<file path="config.mk">
export PLATFORM = sky130hd
export DESIGN_NAME = sys_bus_interconnect
export DESIGN_NICKNAME = d
export VERILOG_FILES = /design/src/rtl/sys_bus_pkg.sv /design/src/rtl/sys_bus_timeout.sv /design/src/rtl/sys_bus_interconnect.sv
export SDC_FILE = /design/constraint.sdc
export NUM_CORES = 1
export LEC_CHECK = 0
export CELL_PAD_IN_SITES_DETAIL_PLACEMENT = 1
export CELL_PAD_IN_SITES_GLOBAL_PLACEMENT = 2
export CORE_ASPECT_RATIO = 0.5
export CORE_MARGIN = 1.5
export CORE_UTILIZATION = 19
export DETAILED_ROUTE_END_ITERATION = 16
export PLACE_DENSITY_LB_ADDON = 0.1
export SYNTH_ARGS = -nofsm -noshare
export SYNTH_HDL_FRONTEND = slang
export SYNTH_HIERARCHICAL = 1
export SYNTH_SLANG_ARGS = --single-unit
</file>
<file path="constraint.sdc">
create_clock -name sys_clk_i -period 4.4 [get_ports sys_clk_i]
set_input_delay 0.88 -clock sys_clk_i [delete_from_list [all_inputs] [get_ports sys_clk_i]]
set_output_delay 0.88 -clock sys_clk_i [all_outputs]
set_load 0.02 [all_outputs]
</file>
<file path="src/rtl/sys_bus_pkg.sv">
// Shared types and constants for the system-bus interconnect.
// Optional local timeout is enabled with the SYS_BUS_TIMEOUT_EN macro.
package sys_bus_pkg;

    typedef enum logic {
        IDLE = 1'b0,
        BUSY = 1'b1
    } sys_bus_state_e;

    localparam int SYS_BUS_SN = 8;
    localparam int SYS_BUS_AW = 32;
    localparam int SYS_BUS_DW = 32;
    localparam int SYS_BUS_RW = 20;
    localparam int SYS_BUS_TO = 24;

    // 1 MiB window index of each FPGA register block
    localparam logic [2:0] WIN_HK    = 3'd0;
    localparam logic [2:0] WIN_OSC   = 3'd1;
    localparam logic [2:0] WIN_ASG   = 3'd2;
    localparam logic [2:0] WIN_PID   = 3'd3;
    localparam logic [2:0] WIN_AMS   = 3'd4;
    localparam logic [2:0] WIN_DAISY = 3'd5;

    function automatic logic [7:0] win_onehot(input logic [2:0] idx);
        win_onehot = 8'b1 << idx;
    endfunction

endpackage

</file>
<file path="src/rtl/sys_bus_timeout.sv">
// Cycle counter for a pending slave access; flags expiry after TO busy cycles.
// Only instantiated when SYS_BUS_TIMEOUT_EN is defined.
module sys_bus_timeout #(
    parameter int TO = 24
) (
    input  logic sys_clk_i,
    input  logic sys_rst_i,
    input  logic i_clear,
    input  logic i_busy,
    output logic o_expired
);

    logic [7:0] r_cnt;

    always_ff @(posedge sys_clk_i) begin
        if (sys_rst_i) begin
            r_cnt <= '0;
        end else if (i_clear) begin
            r_cnt <= '0;
        end else if (i_busy) begin
            r_cnt <= r_cnt + 8'd1;
        end
    end

    // Counter holds j in the j-th busy cycle, so expiry lands TO cycles after the slave strobe
    assign o_expired = i_busy && (r_cnt == 8'(TO));

endmodule

</file>
<file path="src/rtl/sys_bus_interconnect.sv">
// Splits one system-bus master port into SN slave ports by 1 MiB address window.
// Define SYS_BUS_TIMEOUT_EN to answer a silent slave with an error after TO busy cycles.
module sys_bus_interconnect
    import sys_bus_pkg::*;
#(
    parameter int SN = SYS_BUS_SN,
    parameter int AW = SYS_BUS_AW,
    parameter int DW = SYS_BUS_DW,
    parameter int SW = DW / 8,
    parameter int RW = SYS_BUS_RW,
    parameter int TO = SYS_BUS_TO
) (
    input  logic               sys_clk_i,
    input  logic               sys_rst_i,
    input  logic [AW-1:0]      sys_addr_i,
    input  logic [DW-1:0]      sys_wdata_i,
    input  logic [SW-1:0]      sys_sel_i,
    input  logic               sys_wen_i,
    input  logic               sys_ren_i,
    output logic [DW-1:0]      sys_rdata_o,
    output logic               sys_err_o,
    output logic               sys_ack_o,
    output logic [AW-1:0]      sys_addr_o,
    output logic [DW-1:0]      sys_wdata_o,
    output logic [SW-1:0]      sys_sel_o,
    output logic [SN-1:0]      sys_wen_o,
    output logic [SN-1:0]      sys_ren_o,
    input  logic [SN*DW-1:0]   sys_rdata_i,
    input  logic [SN-1:0]      sys_err_i,
    input  logic [SN-1:0]      sys_ack_i,
    output sys_bus_state_e     dbg_state_o
);

    if (SN < 1 || SN > 8) begin : g_bad_sn
        $error("sys_bus_interconnect: SN must be 1..8");
    end
    if (TO < 1 || TO > 31) begin : g_bad_to
        $error("sys_bus_interconnect: TO must be 1..31");
    end

    sys_bus_state_e    r_state;
    sys_bus_state_e    w_state_nxt;

    logic [2:0]        r_idx;
    logic [AW-1:0]     r_addr;
    logic [DW-1:0]     r_wdata;
    logic [SW-1:0]     r_sel;
    logic [SN-1:0]     r_wen;
    logic [SN-1:0]     r_ren;
    logic              r_ack;
    logic              r_err;
    logic [DW-1:0]     r_rdata;

    logic [2:0]        w_idx_in;
    logic [7:0]        w_onehot;
    logic              w_strobe;
    logic              w_mapped;
    logic              w_latch;
    logic              w_ack_sel;
    logic              w_err_sel;
    logic [DW-1:0]     w_rdata_sel;
    logic              w_timeout;
    logic [SN-1:0]     w_wen_nxt;
    logic [SN-1:0]     w_ren_nxt;
    logic              w_ack_nxt;
    logic              w_err_nxt;
    logic [DW-1:0]     w_rdata_nxt;

    assign w_idx_in = sys_addr_i[RW+2:RW];
    assign w_onehot = win_onehot(w_idx_in);
    assign w_strobe = sys_wen_i | sys_ren_i;
    assign w_mapped = (32'(w_idx_in) < 32'(SN));

    // Only the slave latched at acceptance may complete a transaction
    always_comb begin
        w_ack_sel   = 1'b0;
        w_err_sel   = 1'b0;
        w_rdata_sel = '0;
        for (int i = 0; i < SN; i++) begin
            if (r_idx == 3'(i)) begin
                w_ack_sel   = sys_ack_i[i];
                w_err_sel   = sys_err_i[i];
                w_rdata_sel = sys_rdata_i[i*DW +: DW];
            end
        end
    end

`ifdef SYS_BUS_TIMEOUT_EN
    logic w_enter_busy;

    assign w_enter_busy = (r_state == IDLE) && (w_state_nxt == BUSY);

    sys_bus_timeout #(
        .TO (TO)
    ) u_timeout (
        .sys_clk_i (sys_clk_i),
        .sys_rst_i (sys_rst_i),
        .i_clear   (w_enter_busy),
        .i_busy    (r_state == BUSY),
        .o_expired (w_timeout)
    );
`else
    assign w_timeout = 1'b0;
`endif

    always_ff @(posedge sys_clk_i) begin
        if (sys_rst_i) begin
            r_state <= IDLE;
        end else begin
            r_state <= w_state_nxt;
        end
    end

    always_comb begin
        w_state_nxt = r_state;
        w_latch     = 1'b0;
        w_wen_nxt   = '0;
        w_ren_nxt   = '0;
        w_ack_nxt   = 1'b0;
        w_err_nxt   = 1'b0;
        w_rdata_nxt = '0;
        case (r_state)
            IDLE: begin
                if (w_strobe) begin
                    w_latch = 1'b1;
                    if (w_mapped) begin
                        // Write wins when both strobes arrive together
                        if (sys_wen_i) begin
                            w_wen_nxt = w_onehot[SN-1:0];
                        end else begin
                            w_ren_nxt = w_onehot[SN-1:0];
                        end
                        w_state_nxt = BUSY;
                    end else begin
                        w_ack_nxt = 1'b1;
                        w_err_nxt = 1'b1;
                    end
                end
            end
            BUSY: begin
                if (w_ack_sel) begin
                    w_ack_nxt   = 1'b1;
                    w_err_nxt   = w_err_sel;
                    w_rdata_nxt = w_rdata_sel;
                    w_state_nxt = IDLE;
                end else if (w_timeout) begin
                    w_ack_nxt   = 1'b1;
                    w_err_nxt   = 1'b1;
                    w_state_nxt = IDLE;
                end
            end
            default: begin
                w_state_nxt = IDLE;
            end
        endcase
    end

    always_ff @(posedge sys_clk_i) begin
        if (sys_rst_i) begin
            r_idx   <= '0;
            r_addr  <= '0;
            r_wdata <= '0;
            r_sel   <= '0;
            r_wen   <= '0;
            r_ren   <= '0;
            r_ack   <= 1'b0;
            r_err   <= 1'b0;
            r_rdata <= '0;
        end else begin
            r_wen   <= w_wen_nxt;
            r_ren   <= w_ren_nxt;
            r_ack   <= w_ack_nxt;
            r_err   <= w_err_nxt;
            r_rdata <= w_rdata_nxt;
            if (w_latch) begin
                r_idx   <= w_idx_in;
                r_addr  <= sys_addr_i;
                r_wdata <= sys_wdata_i;
                r_sel   <= sys_sel_i;
            end
        end
    end

    assign sys_addr_o  = r_addr;
    assign sys_wdata_o = r_wdata;
    assign sys_sel_o   = r_sel;
    assign sys_wen_o   = r_wen;
    assign sys_ren_o   = r_ren;
    assign sys_ack_o   = r_ack;
    assign sys_err_o   = r_err;
    assign sys_rdata_o = r_rdata;
    assign dbg_state_o = r_state;

endmodule

</file>
==> results, run 1 <==
- After detailed routing, the average wire length per cell comes to 20.9 µm.
- Along the worst path, the maximum fanout reaches 56.
- The number of remaining DRC errors is 0.
- The I/O pin total is about 460.
- The worst slack at placement is about 1.4 ns.
- The dominant delay contributor by cell family on the critical path is buffers and inverters.
- The total clock buffers created by CTS is 17.
- The die height is 130 µm.
- The portion of synthesized area spent on multiplexers is 0.124.
- Row generation in the floorplan step produced 46 rows.
- The worst pin sits at a relative slew slack of 0.368.
- The count of nets left with antenna violations once routing finished came out at 0.
- Among all flip-flop cells after synthesis, the most frequent one is sky130_fd_sc_hd__dfxtp_1.
- The global-route wire length before repair is between 40 and 50 mm.
- In this run the deepest clock path goes through 2 buffers.
- Counting both buffers and inverters, the worst setup path holds a total of 2.
- The number of distinct standard cells referenced by the synthesized netlist is 36.
- The die outline area is 33600 µm².
- TritonCTS built the clock tree.
- The total power divided by cell area is 298 nW/µm².
- The layout cell share with drive strength beyond 1 is 0.101.
- Setup repair after global routing left no endpoint under its margin.
- The starting utilization of the core area is 0.194.
- The average vias per placed instance is ~4.5.
- The root buffer cell chosen for the clock tree is sky130_fd_sc_hd__clkbuf_16.
- The iteration-0 DRC count of the detailed router is 400.
- The sequential element share of the synthesized area is 0.386.
- The region available for standard cell placement spans approximately 32000 µm².
- The post-CTS repair timing setup buffer count is 0.
- The run finished with clean final reports.
- The number of warning messages in the yosys log is 6.
- The post-synth net total is 1050.
- Of the total synthesized cell area, the portion taken by XOR and XNOR cells is 0.
- Clock latency on the worst-skew pair, taken at its later pin, is around 0.42 ns.
- After global routing the overflow that remains totals 0.
- The die width is between 200 and 300 µm.
- The count of cells resized by post-cts repair is 0.
- After clock tree synthesis, the clock-pin slew on the worst setup and hold paths is 0.06 ns.
- The setup path with the least slack is of type reg -> out.
- Summing over every cut layer, the via total after detailed routing is ~7000.
- Counting flops and latches in the post-synthesis netlist gives 119.
- The transition time of the tightest slew-check pin is roughly 0.95 ns.
- The via count of the first global-routing pass came to approximately 7300.
- The maximum number of pins on one net before global-route repair is 70.
- The initial antenna violation count is 2.
- Setup violations remaining at the end of the flow were counted as 0.
- The class of the worst hold path is reg -> reg.
- The number of max-capacitance violations reported is 0.
- The setup clock skew after layout is roughly 0.0059 ns.
- STA classifies the critical path startpoint as a register.
- For this design the static power due to leakage is between 4 and 5 nW.
- The delay of the slowest critical-path stage is ~0.75 ns.
- The synthesized netlist occupies a cell area of between 6000 and 7000 µm².
- The total inserted antenna cells is 0.
- The synthesis-to-layout area growth is 87.0%.
- The mean area per synthesized cell is around 8.7 µm².
- The number of search-and-repair iterations in the first detailed-routing pass is 6.
- The summed negative setup slack over all endpoints is 0 ns.
- The net count reported at finish is between 1000 and 1500.
- The slowest library cell on the worst path is sky130_fd_sc_hd__clkdlybuf4s50_1.
- In the synthesized netlist, the number of instances is about 710.
- The maximum vdd drop is about 250 µV.
- The routability congestion estimate is between 0.7 and 0.8.
- Detailed placement finished with a half-perimeter wire length of between 20 and 25 mm.
- Of the total synthesized cell area, the portion taken by AND, OR, NAND and NOR gates is 0.200.
- In this run, synthesis inferred 0 flip-flops with an integrated enable.
- The max-slew violation count is 0.
- Of the total synthesized cell area, the portion taken by full adders, half adders and majority gates is 0.
- By area, the combinational part of the netlist is dominated by compound AO/OA/AOI/OAI gates.
- Setup slack on the critical path of the routed design comes to ~1.4 ns.
- Walking the worst path, the cells encountered are buf_4 > clkdlybuf4s50_1.
- The proportion of synthesized flip-flops having asynchronous set or reset is 0.
- The number of buffers added to fix hold violations after cts is 0.
- The sink count of the clock tree is 119.
- The count of port buffers added during placement is approximately 460.
- The fraction of the cycle the final worst path needs is 0.684.
- The number of hold-slack violations in the final timing report is 0.
- The number of levels in the clock H-tree is 4.
- Timing would allow up to approximately 0.33 GHz.
- The worst setup path is captured at an output port.
- The tightest hold path in the finished design has a slack of 0.454 ns.
- The fraction of the mapped netlist area in compound gates is 0.222.
- The time the worst path needs with I/O delays and setup is ~3 ns.
- The total global routing track utilization is 0.187.
- STA puts the critical path data arrival time at roughly 2.1 ns.
- Data on the critical path is required at its endpoint by 3.52 ns.
- After detailed routing, the total wire length is 32.8 mm.
[path summary, 6_finish.rpt]
check                                                    to                         from  cells after the start  slack [ns]
worst min register to register  sys_addr_o[24]$_SDFFE_PP0P_  sys_addr_o[24]$_SDFFE_PP0P_                      2        0.45
worst min-delay path            sys_addr_o[24]$_SDFFE_PP0P_  sys_addr_o[24]$_SDFFE_PP0P_                      2        0.45
worst max-delay path                         sys_addr_o[22]  sys_addr_o[22]$_SDFFE_PP0P_                      2        1.39
worst max register to register         sys_err_o$_SDFF_PP0_  sys_addr_o[22]$_SDFFE_PP0P_                      5        1.88
[per-layer routing]
layer / track usage / vias to the layer above / share of wire / routed length, µm
met5: 0 / - / 0.00064 / 21
met4: 0.0423 / 4 / 0.014 / 464
met3: 0.0419 / 27 / 0.039 / 1280
met2: 0.351 / 148 / 0.53 / 17500
met1: 0.219 / 3515 / 0.41 / 13600
li1: - / 3369 / - / -
[worst min-delay path, stage by stage, from the launching register on]
cell and delay (ns):
sky130_fd_sc_hd__dfxtp_1 0.31, sky130_fd_sc_hd__nand2_1 0.05, sky130_fd_sc_hd__a21oi_1 0.05
[registers in the layout, summed over array words and instances, names as in the netlist]
register	count
sys_err_o	1
sys_rdata_o	32
sys_wdata_o	32
dbg_state_o	1
sys_wen_o	8
sys_addr_o	30
r_idx	2
sys_ack_o	1
sys_ren_o	8
sys_sel_o	4
[power breakdown]
part           switching, mW  leakage [nW]  internal (mW)
Sequential            0.0603         0.975           1.14
Combinational          0.421          2.79          0.528
Clock                  0.549         0.252          0.732
[cell usage in the layout (no fill, tap or decap), types with 6 or more instances in the layout]
cell                              Yosys  layout
sky130_fd_sc_hd__clkdlybuf4s50_1      0     461
sky130_fd_sc_hd__nand2_1            174     174
sky130_fd_sc_hd__dfxtp_1            119     116
sky130_fd_sc_hd__a21oi_1             71      71
sky130_fd_sc_hd__nor2_1              48      47
sky130_fd_sc_hd__a222oi_1            31      31
sky130_fd_sc_hd__o21ai_0             31      31
sky130_fd_sc_hd__a211oi_2            29      29
sky130_fd_sc_hd__a211oi_1            19      19
sky130_fd_sc_hd__nand3b_1            18      18
sky130_fd_sc_hd__mux4_2              18      18
sky130_fd_sc_hd__mux2i_1             18      18
sky130_fd_sc_hd__nor2b_1             17      17
sky130_fd_sc_hd__clkbuf_16            0      17
sky130_fd_sc_hd__mux2_2              15      15
sky130_fd_sc_hd__buf_4                6      10
sky130_fd_sc_hd__nand2b_1             6       6
sky130_fd_sc_hd__nor3_1               6       6
[cells in the mapped netlist, types with 2 or more instances]
| cell | count | area (µm²) |
|---|---|---|
| sky130_fd_sc_hd__o21ai_0 | 31 | 155 |
| sky130_fd_sc_hd__buf_4 | 6 | 45.0 |
| sky130_fd_sc_hd__nand2_1 | 174 | 653 |
| sky130_fd_sc_hd__nor3_1 | 6 | 30.0 |
| sky130_fd_sc_hd__nand3b_1 | 18 | 135 |
| sky130_fd_sc_hd__mux4_2 | 18 | 405 |
| sky130_fd_sc_hd__mux2i_1 | 18 | 180 |
| sky130_fd_sc_hd__a211oi_1 | 19 | 143 |
| sky130_fd_sc_hd__a21oi_1 | 71 | 355 |
| sky130_fd_sc_hd__a211oi_2 | 29 | 363 |
| sky130_fd_sc_hd__clkbuf_1 | 27 | 101 |
| sky130_fd_sc_hd__mux2_2 | 15 | 169 |
| sky130_fd_sc_hd__nor2b_1 | 17 | 106 |
| sky130_fd_sc_hd__dfxtp_1 | 119 | 2380 |
| sky130_fd_sc_hd__nor2_1 | 48 | 180 |
| sky130_fd_sc_hd__buf_2 | 21 | 105 |
| sky130_fd_sc_hd__and2_1 | 2 | 12.5 |
| sky130_fd_sc_hd__nand2b_1 | 6 | 37.5 |
| sky130_fd_sc_hd__buf_6 | 14 | 158 |
| sky130_fd_sc_hd__a222oi_1 | 31 | 310 |
[metrics by stage]
step | cell area (µm²) | utilization | total power [mW] | cells
CTS | 11500 | 0.362 | 3.51 | 1573
detailed placement | 11000 | 0.346 | 2.19 | 1542
global placement | 11000 | 0.346 | 2.18 | 1542
global route | 11500 | 0.362 | 3.62 | 1573
floorplan | 6170 | - | 1.65 | 706
finish | 11500 | 0.362 | 3.43 | 1573
[final cells by class]
cell class | count | area (µm²)
Clock inverter | 11 | 77.6
Clock buffer | 20 | 447
Inverter | 2 | 7.51
Timing Repair Buffer | 472 | 4690
Tap cell | 432 | 541
Sequential cell | 119 | 2390
Fill cell | 3638 | 20300
Multi-Input combinational cell | 517 | 3380
[cell families (layout without fill, tap and decap cells)]
family                 after synthesis  in the layout
AOI/OAI and AO/OA                  185            185
buffers and inverters               70            505
DFF                                119            119
muxes                               52             52
and+or+nand+nor                    280            280
(Power assumes the default switching activity.)
==> inputs of run 2 (changes only) <==
--- a/config.mk
+++ b/config.mk
@@ -9,7 +9,7 @@
 export CELL_PAD_IN_SITES_GLOBAL_PLACEMENT = 2
 export CORE_ASPECT_RATIO = 0.5
 export CORE_MARGIN = 1.5
-export CORE_UTILIZATION = 19
+export CORE_UTILIZATION = 18
 export DETAILED_ROUTE_END_ITERATION = 16
 export PLACE_DENSITY_LB_ADDON = 0.1
 export SYNTH_ARGS = -nofsm -noshare
==> constraint.sdc (replaced) <==
create_clock -name sys_clk_i -period 3.1 [get_ports sys_clk_i]
set_input_delay 0.62 -clock sys_clk_i [delete_from_list [all_inputs] [get_ports sys_clk_i]]
set_output_delay 0.62 -clock sys_clk_i [all_outputs]
set_load 0.02 [all_outputs]
==> results, run 2 (synthesis gave the netlist of run 1 again) <==
- The core utilization of the finished layout is 0.349 (-0.0134).
- The average wire per cell in the routed design is 21.0 µm (+0.60%).
- The post-CTS repair timing setup buffer count was 0 (unchanged).
- The count of port buffers added during placement came to 462 (unchanged).
- The setup-violating endpoint count in the final report was 0 (unchanged).
- The summed negative setup slack over all endpoints was 0 ns (unchanged).
- The post-DP HPWL is 25.8 mm (+4.4%).
- Counting I/O delays and the setup requirement, the final critical path takes about 2.4 ns.
- The sink count of the clock tree is 119 (unchanged).
- The total global routing track utilization is 0.184 (-0.00288).
- The starting utilization of the core area is 0.185 (-0.00913).
- The final standard cell area without fillers is 11700 µm² (+1.1%).
- The number of hold-slack violations in the final timing report is 0 (unchanged).
- The reg-to-reg startpoint is r_idx[1]$_SDFFE_PP0P_.
- The most common cell after layout, fill and taps aside is sky130_fd_sc_hd__clkdlybuf4s50_1.
- The number of levels in the clock H-tree came to 4 (unchanged).
- The I/O pin total is 463 (unchanged).
- The hold path depth is 2 (unchanged).
- The maximum fanout along the worst path was 43 (-23%).
- The die outline area is 35500 µm² (+5.5%).
- The maximum number of pins on one net before global-route repair was 82 (+17%).
- From synthesis to final layout, the design area changed by 89.0%.
- The worst register-to-register path ends at sys_rdata_o[20]$_SDFF_PP0_.
- The number of cell instances on the worst register-to-register path is 4 (-1).
- The die width was 265 µm (+2.7%).
- Based on the critical path, the design can be clocked at up to ~0.4 GHz.
- The average vias per placed instance is 4.40 (-1.9%).
- The routability congestion estimate was 0.793 (+1.2%).
- The required time at the worst-slack endpoint is 2.48 ns (-1.04 ns).
- The initial antenna violation count is 3 (+1).
- The number of nets with antenna violations after detailed routing is 0 (unchanged).
- The number of cells in the design after placement is 1555 (+0.84%).
- The delay of the slowest critical-path stage was 0.73 ns (-0.02 ns).
- The class of the worst hold path is reg -> reg.
- The number of max-capacitance violations reported is 0 (unchanged).
- The area after detailed placement is 11100 µm² (+0.72%).
- The clock edge transition at the registers on the reported setup and hold paths came to 0.06 ns (about the same).
- The nature of the critical path endpoint is an output port.
- The total congestion overflow came to 0 (unchanged).
- The via count of the first global-routing pass was 7584 (+3.3%).
- The max-slew violation count is 0 (unchanged).
- The number of search-and-repair iterations in the first detailed-routing pass was 7 (+1).
- The critical path data arrival time is 1.81 ns (-0.32 ns).
- The row count was 47 (+2.2%).
- The count of cells resized by post-cts repair is 0 (unchanged).
- The layout cell share with drive strength beyond 1 is 0.103 (+0.00245).
- The iteration-0 DRC count of the detailed router was 346 (-14%).
- The final non-filler cell total is 1587 (+0.89%).
- The clock latency at the later pin of the worst-skew pair was 0.42 ns (about the same).
- The net count reported at finish is 1477 (+0.27%).
- The total detailed-routing wirelength is 33.3 mm (+1.5%).
- The transition time of the tightest slew-check pin was 0.840 ns (-0.107 ns).
- The TritonCTS clock tree is built.
- The worst-case register-to-register setup slack is 0.86 ns (-1.02 ns).
- The die height is 134 µm (+2.7%).
- The flow ran to the end, and the final reports show no timing, DRC or antenna violations.
- The worst hold path terminates at sys_addr_o[6]$_SDFFE_PP0P_.
- STA classifies the critical path startpoint as a register.
- The core area is 33400 µm² (+4.9%).
- The hold path startpoint is sys_addr_o[6]$_SDFFE_PP0P_.
- The total power is 5.03 mW (+46%).
- The total clock buffers created by CTS is 17 (unchanged).
- The via count came to 6988 (-1.1%).
- The dominant delay contributor by cell family on the critical path is buffers and inverters.
- The leakage component of the power is 4.07 nW (+1.3%).
- In the layout the commonest cells are 461 x sky130_fd_sc_hd__clkdlybuf4s50_1, 174 x sky130_fd_sc_hd__nand2_1, 116 x sky130_fd_sc_hd__dfxtp_1.
- The headroom to the max-slew limit is 0.440 (+0.0715).
- The worst hold slack after final layout is 0.453 ns (-0.00164 ns).
- The buffering stage count on the worst path with inverters included was 1 (-1).
- The clock tree root buffer cell is sky130_fd_sc_hd__clkbuf_16.
- The maximum vdd drop is 408 µV (+61%).
- The total power divided by cell area is 431 nW/µm² (+45%).
- Traced cell by cell, the critical path runs through clkdlybuf4s50_1.
- The worst slack at placement came to 0.641 ns (-0.796 ns).
- The number of buffers added to fix hold violations after cts is 0 (unchanged).
- The setup clock skew after layout is 0.0108 ns (+0.00490 ns).
- In the finished design, the share of the clock period the worst path needs comes to 0.785.
- Setup repair after global routing left no endpoint under its margin.
- The final setup slack of the worst path came to 0.666 ns (-0.726 ns).
- The number of remaining DRC errors is 0 (unchanged).
- The slowest library cell on the worst path is sky130_fd_sc_hd__clkdlybuf4s50_1.
- The path type of the worst setup path is reg -> out.
- The global-route wire length before repair is 48.5 mm (+3.4%).
- The number of buffers on the longest clock path came to 2 (unchanged).
-- run 2: cell types whose count changed in the layout (fill, tap and decap cells not counted), sizes merged --
| cell | previous run | this run |
|---|---|---|
| buf | 11 | 15 |
| bufinv | 0 | 2 |
| clkinv | 6 | 5 |
| clkinvlp | 3 | 2 |
| diode | 0 | 3 |
| inv | 4 | 2 |
-- run 2: metal layers --
metal	global-route usage	share of wire	vias to the layer above	wire length (µm)
met4	0.0467	0.017	0	567
met3	0.0487	0.047	28	1570
met1	0.205	0.40	3423	13200
li1	-	-	3386	-
met5	0	0	-	0
met2	0.347	0.54	151	18000
-- run 2: area by class of cell --
cell class / count / area (µm²)
Timing Repair Buffer: 476 / 4760
Antenna cell: 3 / 7.51
Clock buffer: 20 / 457
Multi-Input combinational cell: 517 / 3380
Inverter: 2 / 7.51
Fill cell: 3843 / 21700
Tap cell: 441 / 552
Sequential cell: 119 / 2390
Clock inverter: 9 / 104
-- run 2: power by group --
part | internal, mW | leakage (nW) | switching (mW) | total, mW
combinational | 0.763 | 2.82 | 0.627 | 1.39
clock | 1.21 | 0.273 | 0.742 | 1.95
sequential | 1.62 | 0.975 | 0.0661 | 1.69
total | 3.59 | 4.07 | 1.43 | 5.03
-- run 2: worst max-delay path by stage --
stage	start	to	slack [ns]	depth (start not counted)
floorplan	sys_addr_o[22]$_SDFFE_PP0P_	sys_rdata_o[25]$_SDFF_PP0_	1.46	5
global placement	sys_ack_i[3]	sys_rdata_o[0]$_SDFF_PP0_	0.65	7
detailed placement	sys_ack_i[3]	sys_rdata_o[0]$_SDFF_PP0_	0.64	7
CTS	r_idx[0]$_SDFFE_PP0P_	sys_addr_o[20]	0.61	1
global route	r_idx[0]$_SDFFE_PP0P_	sys_addr_o[20]	0.57	1
finish	r_idx[0]$_SDFFE_PP0P_	sys_addr_o[20]	0.67	1
